--- config.mk ---
export PLATFORM = sky130hd
export DESIGN_NAME = play_sequencer_flat
export DESIGN_NICKNAME = d
export VERILOG_FILES = /design/src/rtl/play_sequencer_if.sv /design/src/rtl/play_sequencer.sv /design/src/flat_wrapper.sv
export SDC_FILE = /design/constraint.sdc
export NUM_CORES = 1
export LEC_CHECK = 0
export BUFFER_PORTS_ARGS = -buffer_cell sky130_fd_sc_hd__buf_2
export CORE_MARGIN = 2
export CORE_UTILIZATION = 31
export CTS_CLUSTER_SIZE = 12
export DETAILED_ROUTE_END_ITERATION = 10
export HOLD_SLACK_MARGIN = 0.05
export PLACE_DENSITY = 0.52
export SYNTH_ARGS = -nofsm -noshare
export SYNTH_HDL_FRONTEND = slang
export SYNTH_SLANG_ARGS = --single-unit
export TNS_END_PERCENT = 20
--- constraint.sdc ---
create_clock -name clk -period 10.53 [get_ports clk]
set_input_delay 1.053 -clock clk [delete_from_list [all_inputs] [get_ports clk]]
set_output_delay 1.053 -clock clk [all_outputs]
set_load 0.02 [all_outputs]
--- src/rtl/play_sequencer_if.sv ---
// play_sequencer_if: board-side inputs and renderer-side outputs of the play sequencer
// master drives the board inputs (start, speed, song, press, ticks, flags) and reads status;
// slave is the sequencer, which reads the inputs and drives state, head position, progress and strobes.
interface play_sequencer_if;
  logic        move_tick;
  logic        audio_tick;
  logic        play_signal;
  logic        restart;
  logic [2:0]  speed;
  logic [1:0]  song;
  logic        press;
  logic        fail_in;
  logic        debug_switch;
  logic [2:0]  state;
  logic [16:0] head_x_raw;
  logic [16:0] head_y_raw;
  logic        direction;
  logic [9:0]  progress;
  logic [1:0]  countdown;
  logic        load_map;
  logic        failed;
  logic        song_done;
  logic [1:0]  song_lat;
  modport master (
    output move_tick, audio_tick, play_signal, restart, speed, song, press, fail_in, debug_switch,
    input  state, head_x_raw, head_y_raw, direction, progress, countdown, load_map, failed, song_done, song_lat
  );
  modport slave (
    input  move_tick, audio_tick, play_signal, restart, speed, song, press, fail_in, debug_switch,
    output state, head_x_raw, head_y_raw, direction, progress, countdown, load_map, failed, song_done, song_lat
  );
endinterface

--- src/rtl/play_sequencer.sv ---
// play_sequencer: run-time sequencing of one game session (countdown, play/pause, head motion, turns, progress, fail/done)
// Ports: clk, reset (async active-high); bus (slave) carries the board inputs and the
// state/head/direction/progress/countdown/load_map/failed/song_done/song_lat outputs.
module play_sequencer #(
  parameter int HEAD_X0       = 672,
  parameter int HEAD_Y0       = 480,
  parameter int TURN_MIN_X    = 697,
  parameter int TICKS_PER_SEC = 128,
  parameter int CD_SECS       = 3,
  parameter int PROG_MAX      = 1000
) (
  input logic clk,
  input logic reset,
  play_sequencer_if.slave bus
);
  localparam int TW = $clog2(TICKS_PER_SEC) + 1;
  typedef enum logic [2:0] {IDLE = 3'd0, COUNTDOWN = 3'd1, PLAYING = 3'd2, PAUSED = 3'd3, FAILED = 3'd4, DONE = 3'd5} state_t;
  state_t state_q, state_d;
  logic [16:0] hx_q, hx_d, hy_q, hy_d;
  logic dir_q, dir_d;
  logic [9:0] prog_q, prog_d;
  logic [1:0] cd_q, cd_d, song_q, song_d;
  logic [15:0] acc_q, acc_d;
  logic [TW-1:0] tick_q, tick_d;
  logic [3:0] step;
  logic [16:0] thr, sum;
  logic pend_fail, pend_done;
  assign step = bus.speed == 3'd0 ? 4'd0 : bus.speed == 3'd7 ? 4'd12 : {1'b0, bus.speed} + 4'd4;
  assign thr = bus.song_lat == 2'd0 ? 17'd35376 : bus.song_lat == 2'd1 ? 17'd29370 :
               bus.song_lat == 2'd2 ? 17'd19393 : 17'd18338;
  assign sum = {1'b0, acc_q} + 17'(step);
  assign pend_fail = bus.fail_in & ~bus.debug_switch;
  // progress is registered, so DONE follows one clk after it reaches PROG_MAX
  assign pend_done = prog_q == 10'(PROG_MAX);
  always_comb begin
    state_d = state_q;
    hx_d = hx_q;
    hy_d = hy_q;
    dir_d = dir_q;
    prog_d = prog_q;
    cd_d = cd_q;
    song_d = song_q;
    acc_d = acc_q;
    tick_d = tick_q;
    case (state_q)
      IDLE: begin
        song_d = bus.song;
        if (bus.play_signal) begin
          state_d = COUNTDOWN;
          cd_d = 2'(CD_SECS);
          tick_d = '0;
        end
      end
      COUNTDOWN: begin
        if (bus.move_tick) begin
          tick_d = tick_q == TW'(TICKS_PER_SEC - 1) ? '0 : tick_q + 1'b1;
          if (tick_q == TW'(TICKS_PER_SEC - 1)) begin
            cd_d = cd_q - 2'd1;
            state_d = cd_q == 2'd1 ? PLAYING : COUNTDOWN;
          end
        end
      end
      PLAYING: begin
        // a turn taken in the same clk as a move steers that move
        dir_d = (bus.press && hx_q >= 17'(TURN_MIN_X)) ? ~dir_q : dir_q;
        if (bus.move_tick) begin
          hx_d = dir_d ? hx_q : hx_q + 17'(step);
          hy_d = dir_d ? hy_q + 17'(step) : hy_q;
        end
        // incremental divide: acc accumulates step per audio tick, one progress unit per T
        if (bus.audio_tick && !pend_done) begin
          acc_d = sum >= thr ? 16'(sum - thr) : sum[15:0];
          prog_d = sum >= thr ? prog_q + 10'd1 : prog_q;
        end
        state_d = pend_fail ? FAILED : pend_done ? DONE : bus.speed == 3'd0 ? PAUSED : PLAYING;
      end
      PAUSED: state_d = bus.speed != 3'd0 ? PLAYING : PAUSED;
      FAILED, DONE: begin
        if (bus.restart) begin
          state_d = IDLE;
          hx_d = 17'(HEAD_X0);
          hy_d = 17'(HEAD_Y0);
          dir_d = 1'b0;
          prog_d = '0;
          acc_d = '0;
          cd_d = '0;
          tick_d = '0;
        end
      end
      default: state_d = IDLE;
    endcase
  end
  always_ff @(posedge clk or posedge reset) begin
    if (reset) begin
      state_q <= IDLE;
      hx_q <= 17'(HEAD_X0);
      hy_q <= 17'(HEAD_Y0);
      dir_q <= 1'b0;
      prog_q <= '0;
      cd_q <= '0;
      song_q <= '0;
      acc_q <= '0;
      tick_q <= '0;
    end else begin
      state_q <= state_d;
      hx_q <= hx_d;
      hy_q <= hy_d;
      dir_q <= dir_d;
      prog_q <= prog_d;
      cd_q <= cd_d;
      song_q <= song_d;
      acc_q <= acc_d;
      tick_q <= tick_d;
    end
  end
  assign bus.state = state_q;
  assign bus.head_x_raw = hx_q;
  assign bus.head_y_raw = hy_q;
  assign bus.direction = dir_q;
  assign bus.progress = prog_q;
  assign bus.countdown = cd_q;
  assign bus.song_lat = song_q;
  assign bus.load_map = state_q == IDLE;
  assign bus.failed = state_q == FAILED;
  assign bus.song_done = state_q == DONE;
endmodule

--- src/flat_wrapper.sv ---
// flat-port wrapper written by rule: the top's interface ports become plain ports
module play_sequencer_flat 
#(
  parameter int HEAD_X0       = 672,
  parameter int HEAD_Y0       = 480,
  parameter int TURN_MIN_X    = 697,
  parameter int TICKS_PER_SEC = 128,
  parameter int CD_SECS       = 3,
  parameter int PROG_MAX      = 1000
)
  (clk, reset, bus_move_tick, bus_audio_tick, bus_play_signal, bus_restart, bus_speed, bus_song, bus_press, bus_fail_in, bus_debug_switch, bus_state, bus_head_x_raw, bus_head_y_raw, bus_direction, bus_progress, bus_countdown, bus_load_map, bus_failed, bus_song_done, bus_song_lat);
  play_sequencer_if bus_i ();
  input logic clk;
  input logic reset;
  input wire logic [$bits(bus_i.move_tick)-1:0] bus_move_tick;
  input wire logic [$bits(bus_i.audio_tick)-1:0] bus_audio_tick;
  input wire logic [$bits(bus_i.play_signal)-1:0] bus_play_signal;
  input wire logic [$bits(bus_i.restart)-1:0] bus_restart;
  input wire logic [$bits(bus_i.speed)-1:0] bus_speed;
  input wire logic [$bits(bus_i.song)-1:0] bus_song;
  input wire logic [$bits(bus_i.press)-1:0] bus_press;
  input wire logic [$bits(bus_i.fail_in)-1:0] bus_fail_in;
  input wire logic [$bits(bus_i.debug_switch)-1:0] bus_debug_switch;
  output wire logic [$bits(bus_i.state)-1:0] bus_state;
  output wire logic [$bits(bus_i.head_x_raw)-1:0] bus_head_x_raw;
  output wire logic [$bits(bus_i.head_y_raw)-1:0] bus_head_y_raw;
  output wire logic [$bits(bus_i.direction)-1:0] bus_direction;
  output wire logic [$bits(bus_i.progress)-1:0] bus_progress;
  output wire logic [$bits(bus_i.countdown)-1:0] bus_countdown;
  output wire logic [$bits(bus_i.load_map)-1:0] bus_load_map;
  output wire logic [$bits(bus_i.failed)-1:0] bus_failed;
  output wire logic [$bits(bus_i.song_done)-1:0] bus_song_done;
  output wire logic [$bits(bus_i.song_lat)-1:0] bus_song_lat;
  assign bus_i.move_tick = bus_move_tick;
  assign bus_i.audio_tick = bus_audio_tick;
  assign bus_i.play_signal = bus_play_signal;
  assign bus_i.restart = bus_restart;
  assign bus_i.speed = bus_speed;
  assign bus_i.song = bus_song;
  assign bus_i.press = bus_press;
  assign bus_i.fail_in = bus_fail_in;
  assign bus_i.debug_switch = bus_debug_switch;
  assign bus_state = bus_i.state;
  assign bus_head_x_raw = bus_i.head_x_raw;
  assign bus_head_y_raw = bus_i.head_y_raw;
  assign bus_direction = bus_i.direction;
  assign bus_progress = bus_i.progress;
  assign bus_countdown = bus_i.countdown;
  assign bus_load_map = bus_i.load_map;
  assign bus_failed = bus_i.failed;
  assign bus_song_done = bus_i.song_done;
  assign bus_song_lat = bus_i.song_lat;
  play_sequencer #(.HEAD_X0(HEAD_X0), .HEAD_Y0(HEAD_Y0), .TURN_MIN_X(TURN_MIN_X), .TICKS_PER_SEC(TICKS_PER_SEC), .CD_SECS(CD_SECS), .PROG_MAX(PROG_MAX)) u_core (.clk(clk), .reset(reset), .bus(bus_i));
endmodule
==> key figures <==
Worst setup path
  • Gate family responsible for the most delay along the worst path: compound AO/OA/AOI/OAI gates
  • Setup slack, reg-to-reg: between 5 and 6 ns
  • Endpoint type of the worst setup path: flop
  • Worst reg2reg path endpoint: u_core.bus.progress[9]$_DFFE_PP0P_
  • Worst setup path category: input pin to flop
  • Number of buffer and inverter instances along the worst setup path: 2
  • Reg2Reg Launch Point: u_core.acc_q[1]$_DFFE_PP0P_
  • Critical-path cell with the highest stage delay: a2111oi_0
  • Depth of the worst register-to-register path: 15
  • Worst EP arrival: around 5.7 ns
  • Type of origin of the critical path: input pin
  • Maximum net fanout on the critical path: 14
  • Ordered list of cells on the worst path: buf_2 > a21boi_2 > xnor2_1 > ha_1 > a2111oi_0 > or2_2 > xnor2_1 > ha_1 > a21oi_1 > a21oi_1 > a211oi_1 > inv_1 > o311a_1 > o21ai_4 > nor2_1 > a311o_1
  • Critical Path RT: ~11 ns
  • Maximum cell stage delay along the critical path: just under 0.7 ns

Timing
  • Final hold viol count: 0
  • Sum Neg Setup Slack: 0 ns
  • Least setup slack across all paths after layout: 5.048 ns
  • RSZ-0062 raised after global routing: false
  • Portion of the clock cycle consumed by the worst path in the final layout: 52.07%
  • Worst slew pin tran: 1.200 ns
  • Number of endpoints failing setup at the final stage: 0
  • Headroom to the max-slew limit: 19.99%
  • Max-slew violation total from the final report: 0
  • Clk_skew: just over 0.009 ns
  • Minimum clock period: 5.482 ns
  • Maximum clock rate: 182.4 MHz

Place
  • Half-perimeter wire length after detailed placement: about 11000 um
  • Placed Instances: 934
  • Weighted congestion at the end of routability-driven global placement: 0.8802
  • Worst Setup Slack post-DPL: 4.726 ns
  • Cell area after placement: 6080 um2
  • Number of input and output port buffers inserted: 68

Global routing
  • Vias in the first global route: 5002
  • Overall track demand over capacity in global routing: 16.86%
  • Antenna violations before repair: 0
  • Total global routing overflow: 0
  • Largest net degree at the start of global routing: 77
  • First-pass GRT wire length: 26480 um

Layout
  • Cell Count, Final, Fillers Out: 950
  • Area growth from synthesis to final layout: 14.37%
  • Filler cell count in the final layout: ~1900
  • Antenna diode count: 0
  • Finished Cell Area: 6382 um2
  • # nets final: 761
  • Fraction of final layout cells sized beyond drive strength 1: 16.23%

CTS
  • Clock Pin Slew Worst Setup and Hold Paths: 0.06 ns
  • Number of clock sinks: 76
  • Root buf cell: clkbuf_16
  • H-tree Lvls: 3
  • # Post-CTS Setup Buffers: 0
  • Clock insertion delay at the later pin of the skew report: 0.35 ns
  • Cts-stage hold buffer count: 0
  • CTS Buf Count: 9
  • Post-cts gate resize count: 0
  • Clock tree from TritonCTS: yes
  • Number of buffers between clock root and the deepest sink: 2

Min path
  • Worst hold stages: 2
  • Startpoint of the lowest-slack hold path: u_core.acc_q[3]$_DFFE_PP0P_
  • Classification of the worst-slack hold path: flop to flop
  • Worst-case hold path end point: u_core.acc_q[3]$_DFFE_PP0P_

Die
  • IO Pins: between 60 and 70
  • Effective utilization at floorplan: 31.28%
  • Vertical die dimension: approximately 140 um
  • Overall die area: 19090 um2
  • Core area: ~18000 um2
  • Horizontal extent of the die: 138.2 um
  • Row cnt: 49

Synthesis
  • Leading register cell type out of synthesis: dfrtp_1
  • Portion of the post-synthesis area used by sequential elements: 34.24%
  • Number of enable flip-flop cells after synthesis: 0
  • Cells after synthesis: 663
  • Synth Net Count: 708
  • Syn Std Cell Area: 5580 um2
  • Mean post-synth cell area: 8.417 um2
  • Number of distinct library cells after synthesis: 73
  • Synth Warn #: 0
  • Number of flip-flops and latches in the synthesized netlist: 76
  • Share of synthesized registers carrying an async set or reset: between 90% and 100%

Job
  • Max-cap violation count: 0

Detailed routing
  • Total wirelength of the detailed-routed design: 15510 um
  • Routed len/inst: around 16 um
  • First-pass detailed-route iteration total: 5
  • Total via count in the routed design: 5187
  • Antenna Violating Nets Remaining: 0
  • Initial drt markers: 335
  • Post-DR vias/cell: 5.460
  • Drc violations: 0

Power and ir drop
  • Leakage power: 2.865 nW
  • Largest vdd supply drop: 0.09209 mV
  • Power per cell area: around 270 nW/um2

Outcome
  • Status: finished, final reports clean
-- layout by cell type (no fill, tap or decap), drive strengths merged, types with 9 or more instances in the layout --
cell,count
inv,29
o21ai,64
and3,14
dfrtp,69
or3,20
nand4,12
mux2i,11
ha,30
nor2,44
nand2,69
xnor2,21
nand3,40
nor2b,9
o31ai,12
nor3,13
a31oi,9
clkbuf,10
a21oi,36
xor2,16
or4,10
buf,72
o211ai,9
-- layer usage --
metal	part of all wire (%)	global-route usage, %	vias to the layer above	wire [um]
li1	-	-	2542	-
met1	47	22.74	2493	7279
met2	46	27.28	129	7178
met3	4.7	2.875	23	726
met4	2.1	6.230	0	321
met5	0	0	-	0
-- layout make-up --
class                           count  area (um2)  share of cell area, %
Clock inverter                      6       63.81                 0.9998
Multi-Input combinational cell    528        3403                  53.32
Clock buffer                       10       239.0                  3.744
Timing Repair Buffer               72       370.4                  5.803
Sequential cell                    76        1911                  29.94
Tap cell                          229       286.5                  4.489
Inverter                           29       108.9                  1.706
-- worst register-to-register path, stage by stage, from the launching register on --
cell and delay [ns]:
dfrtp_1 0.40, inv_1 0.11, xnor2_1 0.15, ha_1 0.25, a2111oi_0 0.69, or2_2 0.28
xnor2_1 0.13, ha_1 0.30, a21oi_1 0.20, a21oi_1 0.10, a211oi_1 0.62, inv_1 0.09
o311a_1 0.55, o21ai_4 0.39, nor2_1 0.09, a311o_1 0.33
-- synth_stat cells (7+ instances only) --
| cell type | instances | area [um2] |
|---|---|---|
| nand4_1 | 12 | 75.07 |
| or3_1 | 20 | 125.1 |
| nor2_1 | 43 | 161.4 |
| dfstp_2 | 7 | 183.9 |
| dfrtp_1 | 69 | 1727 |
| o31ai_1 | 12 | 90.09 |
| nand3_1 | 40 | 200.2 |
| nor2b_1 | 9 | 56.30 |
| o211ai_1 | 9 | 67.56 |
| and3_1 | 13 | 81.33 |
| xor2_1 | 16 | 140.1 |
| clkbuf_1 | 22 | 82.58 |
| ha_1 | 30 | 375.4 |
| a21oi_1 | 36 | 180.2 |
| mux2i_1 | 11 | 110.1 |
| or4_1 | 10 | 75.07 |
| and2_1 | 7 | 43.79 |
| a211oi_1 | 7 | 52.55 |
| nand2b_1 | 7 | 43.79 |
| xnor2_1 | 21 | 183.9 |
| inv_1 | 29 | 108.9 |
| a31oi_1 | 9 | 56.30 |
| nand2_1 | 69 | 259.0 |
| o21ai_0 | 59 | 295.3 |
| nor3_1 | 12 | 60.06 |
-- flip-flops by register name (all words and copies together), names as in the netlist --
signal,cells
u_core.bus.direction,1
u_core.bus.song_lat,2
u_core.tick_q,8
u_core.bus.countdown,2
u_core.acc_q,16
u_core.bus.head_y_raw,17
u_core.bus.progress,10
u_core.bus.state,3
u_core.bus.head_x_raw,17
-- per-stage QoR --
step                hold slack (ns)  total power, mW  utilization, %
floorplan                    0.4551            1.170               -
global placement             0.4912            1.374           34.08
detailed placement           0.4995            1.390           34.08
CTS                          0.5133            1.722           35.77
global route                 0.5514            1.861           35.77
finish                       0.5027            1.711           35.77
-- worst max path at each step --
stage	startpoint	end	slack (ns)	cells past startpoint
after floorplan	bus_speed[0]	u_core.acc_q[1]$_DFFE_PP0P_	5.69	18
after global placement	bus_speed[2]	u_core.bus.progress[9]$_DFFE_PP0P_	4.85	16
after detailed placement	bus_speed[2]	u_core.bus.progress[9]$_DFFE_PP0P_	4.73	16
after CTS	bus_speed[2]	u_core.bus.progress[9]$_DFFE_PP0P_	5.07	16
after global routing	bus_speed[2]	u_core.bus.progress[9]$_DFFE_PP0P_	4.67	16
final	bus_speed[2]	u_core.bus.progress[9]$_DFFE_PP0P_	5.05	16
-- power by group --
part / leakage [nW] / total [mW] / switching (mW) / internal, mW
clock: 0.144 / 0.323 / 0.133 / 0.190
combinational: 1.72 / 0.909 / 0.549 / 0.360
sequential: 0.996 / 0.479 / 0.103 / 0.376
-- cells by family (layout without fill, tap and decap cells) --
kind of cell             count (synthesis)  in the layout  share of synthesized area (%)
multiplexers                            12             12                          2.175
adder cells (fa/ha/maj)                 34             34                          7.646
AO/OA/AOI/OAI                          178            178                          20.45
flip-flops                              76             76                          34.24
XOR/XNOR                                37             37                          5.807
buffers and inverters                   59            117                          4.776
AND/OR/NAND/NOR                        267            267                          24.91
Power figures use the tool's default switching activity.
